[src/rtl/reorder_buffer.sv]
// Circular reorder buffer: allocates tags at issue, captures CDB results and retires in order.
// Optional performance counters (commit_cnt_out, flush_cnt_out) are built when ROB_PERF_EN is defined.
module reorder_buffer #(
  parameter int ROB_DEPTH = 16,
  parameter int ROB_AW    = 4,
  parameter int DATA_W    = 32,
  parameter int REG_AW    = 5
) (
  input  logic              clk_in,
  input  logic              rst_n_in,
  input  logic              rdy_in,
  input  logic              transmit_from_issue,
  input  logic [REG_AW-1:0] rd_from_issue,
  input  logic              is_branch_from_issue,
  output logic [ROB_AW-1:0] rob_pos_to_issue,
  output logic              full_to_issue,
  input  logic              cdb_valid_in,
  input  logic [ROB_AW-1:0] cdb_rob_pos_in,
  input  logic [DATA_W-1:0] cdb_data_in,
  input  logic              cdb_mispredict_in,
  input  logic [DATA_W-1:0] cdb_target_in,
  output logic              write_to_regfile,
  output logic [REG_AW-1:0] addr_to_regfile,
  output logic [ROB_AW-1:0] rob_pos_to_regfile,
  output logic [DATA_W-1:0] data_to_regfile,
  output logic              flush_to_all,
  output logic [DATA_W-1:0] pc_to_fetch
`ifdef ROB_PERF_EN
  ,
  output logic [31:0]       commit_cnt_out,
  output logic [31:0]       flush_cnt_out
`endif
);

  localparam int CW = ROB_AW + 1;
  localparam logic [CW-1:0] FULL_CNT = CW'(ROB_DEPTH);

  logic [ROB_DEPTH-1:0] valid_q, valid_d;
  logic [ROB_DEPTH-1:0] ready_q, ready_d;
  logic [ROB_DEPTH-1:0] br_q, br_d;
  logic [ROB_DEPTH-1:0] mis_q, mis_d;
  logic [REG_AW-1:0]    rd_q   [ROB_DEPTH];
  logic [REG_AW-1:0]    rd_d   [ROB_DEPTH];
  logic [DATA_W-1:0]    data_q [ROB_DEPTH];
  logic [DATA_W-1:0]    data_d [ROB_DEPTH];
  logic [DATA_W-1:0]    tgt_q  [ROB_DEPTH];
  logic [DATA_W-1:0]    tgt_d  [ROB_DEPTH];

  logic [ROB_AW-1:0] head_q, head_d;
  logic [ROB_AW-1:0] tail_q, tail_d;
  logic [CW-1:0]     count_q, count_d;

  logic              write_q, write_d;
  logic [REG_AW-1:0] addr_q, addr_d;
  logic [ROB_AW-1:0] pos_q, pos_d;
  logic [DATA_W-1:0] wdata_q, wdata_d;
  logic              flush_q, flush_d;
  logic [DATA_W-1:0] pc_q, pc_d;

  logic issue_ok;
  logic cdb_ok;
  logic commit_ok;
  logic do_flush;

  // Issue handshake: transmit_from_issue is a request that is accepted on an edge where
  // rdy_in=1, full_to_issue=0 and flush_to_all=0; the accepted entry gets tag rob_pos_to_issue.
  // Commit and flush outputs are one-cycle pulses with no back-pressure.
  assign issue_ok  = rdy_in && transmit_from_issue && (count_q != FULL_CNT) && !flush_q;
  assign cdb_ok    = rdy_in && cdb_valid_in && !flush_q && valid_q[cdb_rob_pos_in];
  assign commit_ok = rdy_in && !flush_q && valid_q[head_q] && ready_q[head_q];
  assign do_flush  = commit_ok && br_q[head_q] && mis_q[head_q];

  always_comb begin
    valid_d = valid_q;
    ready_d = ready_q;
    br_d    = br_q;
    mis_d   = mis_q;
    rd_d    = rd_q;
    data_d  = data_q;
    tgt_d   = tgt_q;
    head_d  = head_q;
    tail_d  = tail_q;
    count_d = count_q;
    write_d = 1'b0;
    flush_d = 1'b0;
    addr_d  = addr_q;
    pos_d   = pos_q;
    wdata_d = wdata_q;
    pc_d    = pc_q;

    if (cdb_ok) begin
      ready_d[cdb_rob_pos_in] = 1'b1;
      data_d[cdb_rob_pos_in]  = cdb_data_in;
      mis_d[cdb_rob_pos_in]   = cdb_mispredict_in;
      tgt_d[cdb_rob_pos_in]   = cdb_target_in;
    end

    // tail never equals a committing head here: that needs count 0 (no commit) or full (no issue)
    if (issue_ok) begin
      valid_d[tail_q] = 1'b1;
      ready_d[tail_q] = 1'b0;
      br_d[tail_q]    = is_branch_from_issue;
      mis_d[tail_q]   = 1'b0;
      rd_d[tail_q]    = rd_from_issue;
      tail_d          = tail_q + ROB_AW'(1);
    end

    if (commit_ok) begin
      write_d         = (rd_q[head_q] != '0);
      addr_d          = rd_q[head_q];
      pos_d           = head_q;
      wdata_d         = data_q[head_q];
      valid_d[head_q] = 1'b0;
      ready_d[head_q] = 1'b0;
      head_d          = head_q + ROB_AW'(1);
    end

    count_d = count_q + CW'(issue_ok) - CW'(commit_ok);

    // The squash is applied on the retire edge, so the flush cycle already sees an empty buffer.
    if (do_flush) begin
      flush_d = 1'b1;
      pc_d    = tgt_q[head_q];
      valid_d = '0;
      ready_d = '0;
      head_d  = '0;
      tail_d  = '0;
      count_d = '0;
    end
  end

  always_ff @(posedge clk_in or negedge rst_n_in) begin
    if (!rst_n_in) begin
      valid_q <= '0;
      ready_q <= '0;
      br_q    <= '0;
      mis_q   <= '0;
      rd_q    <= '{default: '0};
      data_q  <= '{default: '0};
      tgt_q   <= '{default: '0};
      head_q  <= '0;
      tail_q  <= '0;
      count_q <= '0;
      write_q <= 1'b0;
      addr_q  <= '0;
      pos_q   <= '0;
      wdata_q <= '0;
      flush_q <= 1'b0;
      pc_q    <= '0;
    end else begin
      valid_q <= valid_d;
      ready_q <= ready_d;
      br_q    <= br_d;
      mis_q   <= mis_d;
      rd_q    <= rd_d;
      data_q  <= data_d;
      tgt_q   <= tgt_d;
      head_q  <= head_d;
      tail_q  <= tail_d;
      count_q <= count_d;
      write_q <= write_d;
      addr_q  <= addr_d;
      pos_q   <= pos_d;
      wdata_q <= wdata_d;
      flush_q <= flush_d;
      pc_q    <= pc_d;
    end
  end

  assign rob_pos_to_issue   = tail_q;
  assign full_to_issue      = (count_q == FULL_CNT);
  assign write_to_regfile   = write_q;
  assign addr_to_regfile    = addr_q;
  assign rob_pos_to_regfile = pos_q;
  assign data_to_regfile    = wdata_q;
  assign flush_to_all       = flush_q;
  assign pc_to_fetch        = pc_q;

`ifdef ROB_PERF_EN
  logic [31:0] commit_cnt_q, commit_cnt_d;
  logic [31:0] flush_cnt_q, flush_cnt_d;

  always_comb begin
    commit_cnt_d = commit_cnt_q + 32'(commit_ok);
    flush_cnt_d  = flush_cnt_q + 32'(do_flush);
  end

  always_ff @(posedge clk_in or negedge rst_n_in) begin
    if (!rst_n_in) begin
      commit_cnt_q <= '0;
      flush_cnt_q  <= '0;
    end else begin
      commit_cnt_q <= commit_cnt_d;
      flush_cnt_q  <= flush_cnt_d;
    end
  end

  assign commit_cnt_out = commit_cnt_q;
  assign flush_cnt_out  = flush_cnt_q;
`endif

endmodule

[config.mk]
export PLATFORM = sky130hd
export DESIGN_NAME = reorder_buffer
export DESIGN_NICKNAME = d
export VERILOG_FILES = /design/src/rtl/reorder_buffer.sv
export SDC_FILE = /design/constraint.sdc
export NUM_CORES = 2
export LEC_CHECK = 0
export BUFFER_PORTS_ARGS = -buffer_cell sky130_fd_sc_hd__buf_4
export CAP_MARGIN = 40
export CELL_PAD_IN_SITES_DETAIL_PLACEMENT = 0
export CELL_PAD_IN_SITES_GLOBAL_PLACEMENT = 1
export CORE_MARGIN = 2
export CORE_UTILIZATION = 50
export DETAILED_ROUTE_END_ITERATION = 7
export MAX_ROUTING_LAYER = met4
export PLACE_DENSITY_LB_ADDON = 0.25
export SLEW_MARGIN = 10
export SYNTH_ARGS = -nofsm -noshare
export SYNTH_HDL_FRONTEND = slang
export SYNTH_SLANG_ARGS = --single-unit
[constraint.sdc]
create_clock -name clk_in -period 5.05 [get_ports clk_in]
set_clock_uncertainty 0.05 [all_clocks]
set_input_delay 0.505 -clock clk_in [delete_from_list [all_inputs] [get_ports clk_in]]
set_output_delay 0.505 -clock clk_in [all_outputs]
set_load 0.005 [all_outputs]
==> impl_metrics.ini <==
[outcome]
status = completed

[place]
numPortBuffers = 159
gp_congestion = 0.8354
post-dp-hpwl_um = 83640
dpl_cell_area_mm2 = 0.05904
place_inst = 4988

[global_routing]
antenna_found_initial = 15
grt_overflow = 0
grt_max_degree = 146
grt.total_usage_pct = 26.18
grt_pass1_vias = 35181
grt_pass1_wl_um = 221600

[detailed_routing]
wl_per_cell_um = 27.29
viasPerCell = 5.991
dr.pass1.iters = 6
ant_nets = 0
drc = 0
drt-initial-drc-count = 2028
drt-total-wl_um = 143500
vias = 31500

[floorplan]
die_w_um = 340.2
core_mm2 = 0.1123
initial_core_util_pct = 50.31
io_pins = 160
die_h_um = 340.2
die_area_mm2 = 0.1157
rows = 123

[synthesis]
synth_nets = 3651
netlist_area_mm2 = 0.05652
syn-instance-count = 3556
ys_seq_elements = 1256
synth-seq-area-share_pct = 55.61
yosys_warnings = 0
synthDistinctLibCells = 45
ys_top_cells_by_count = dfrtp_1, mux2_2, mux4_2
synth_top_area_cell = dfrtp_1
yosys-top-cells-area = dfrtp_1, mux2_2, mux4_2
synth_edf_count = 0
post-synth-top-count-cell = dfrtp_1
ys_async_sr_fraction_pct = 100.0
synth_top_area_share_pct = 55.61
avgSynthCellArea_um2 = 15.89
synth-main-ff-cell = dfrtp_1

[clocking]
cts_made_buffers = 136
clk_path_buf_depth = 3
cts_resized = 0
path_clk_slew_ns = 0.06
post_cts_buffers = 0
cts_max_level = 4
clkLatencyLatePin_ns = 0.74
cts_sinks = 1256
root_buffer = clkbuf_16
cts_tree = built

[timing]
rsz0062_at_grt = false
min_period_over_period_pct = 83.45
max_freq_mhz = 237.3
min_period_ns = 4.214
worst_slew_pin_slew_ns = 1.038
hold_viol_final = 0
setup_viol = 0
drv_slew = 0
slew_headroom_pct = 30.83
tns_ns = 0

[critical_path]
slowest_delay_ns = 0.91
crit_type = reg -> reg
crit_top_cell = buf_4
timing.rr.end = pc_to_fetch[19]
end_kind = flip-flop
ff2ff_path_depth = 8
path_max_fanout = 50
critPathArrivalTime_ns = 4.78
r2r_slack_ns = 0.84
worstPathRequired_ns = 5.62
worstPathCellList = buf_4 -> inv_1 -> mux4_2 -> nand2_1 -> o211ai_2 -> nor2_8 -> buf_4 -> mux2_2
r2r-start = head_q[1]
setup.worst_path.start_class = flip-flop
crit_path_top_delay_cell = dfrtp_4

[final_layout]
drive_above_1_share_pct = 51.28
fin_cells = 5258
area_growth_pct = 12.64
nets = 3754
finish.utilization_pct = 56.66
final_area_mm2 = 0.06366
fill_cells = 8734

[power_and_ir_drop]
power_density_mw_per_mm2 = 551.3
p_total_mw = 35.09
power.static_leakage_nw = 29.59
vdd_drop_max_mv = 0.5153

[min_path]
min_path_cells = 3
min_from = cdb_data_in[25]
hold_end = data_q[409]
min_path_type = in -> reg

[run]
cap_violations = 0
worst max-delay path, delay by kind of cell (launching register included):
kind / cells / cell delay [ns]
muxes: 2 / 0.86
DFF: 1 / 0.91
and+or+nand+nor: 2 / 0.65
buffers and inverters: 3 / 1.41
AOI/OAI and AO/OA: 1 / 0.17
layout make-up:
type	instances	area [um^2]	area share [%]
Sequential cell	1256	31440	49.39
Multi-Input combinational cell	1952	23390	36.74
Clock buffer	204	4010	6.300
Timing Repair Buffer	268	2485	3.904
Tap cell	1500	1877	2.948
Clock inverter	21	250.2	0.3931
Inverter	45	175.2	0.2752
Antenna cell	12	30.03	0.04717
through the flow:
step	setup WS, ns	hold slack (ns)
after CTS	0.7919	0.0006424
final	0.8359	0.04666
after global routing	0.6529	0.02696
after detailed placement	0.8041	0.4108
after global placement	0.8988	0.4017
after floorplan	1.607	0.1594
logic make-up after synthesis:
kind of cell,Yosys count,synth area share [%]
xor+xnor,7,0.1085
flops,1256,55.61
buf+inv,348,3.290
mux,1501,37.18
fa+ha+maj,15,0.3454
compound gates,76,0.8059
simple gates,353,2.659
power by group:
group	switching, mW	internal, mW
registers	1.84	13.1
clock network	3.92	5.69
logic	4.37	6.16
total	10.1	25.0
sequential cells by signal, summed over array words and instances (netlist names):
register            count
rd_q                   80
br_q                   16
data_to_regfile        32
rob_pos_to_regfile      4
ready_q                16
rob_pos_to_issue        4
mis_q                  16
addr_to_regfile         5
count_q                 5
head_q                  4
flush_to_all            1
valid_q                16
write_to_regfile        1
pc_to_fetch            32
tgt_q                 512
data_q                512
how the worst max path moves through the flow:
| stage | cells past startpoint | endpoint | startpoint |
|---|---|---|---|
| 2_1_floorplan | 19 | count_q[4] | head_q[1] |
| 3_3_place_gp | 8 | pc_to_fetch[19] | head_q[1] |
| 3_5_place_dp | 8 | pc_to_fetch[19] | head_q[1] |
| 4_1_cts | 8 | pc_to_fetch[19] | head_q[1] |
| 5_1_grt | 8 | pc_to_fetch[19] | head_q[1] |
| 6_report | 8 | pc_to_fetch[19] | head_q[1] |
routing by layer:
| metal | GRT usage (%) | vias up | wire length, um |
|---|---|---|---|
| li1 | - | 13290 | - |
| met1 | 34.21 | 17232 | 61120 |
| met2 | 42.66 | 731 | 72820 |
| met3 | 4.061 | 247 | 5828 |
| met4 | 7.829 | 0 | 3714 |
| met5 | - | - | 0 |
placed cells by master, fill, tap and decap left out, types with 5 or more instances in the layout:
cell and count:
bufinv_16 5, mux2i_1 19, dlygate4sd3_1 33, nor2b_1 7
ha_1 14, nand3_1 25, diode_2 12, a21oi_1 40
nor2_1 35, buf_12 21, buf_4 207, clkbuf_1 34
clkbuf_16 137, nand2b_1 6, clkinv_2 11, mux2_2 1080
clkbuf_8 33, dfrtp_1 1253, nand4_1 6, mux2_4 30
a31oi_1 10, nor3_1 11, mux2_1 15, inv_6 5
o21ai_0 11, mux4_2 357, nand3_4 8, inv_1 43
nand2_1 236, buf_16 6
timing repair:
item | CTS | global route
endpoints found under the setup margin | 0 | 0
hold buffers | 33 | 0
endpoints found under the hold margin | 158 | 0
No activity file was read; power rests on OpenSTA's default activity.
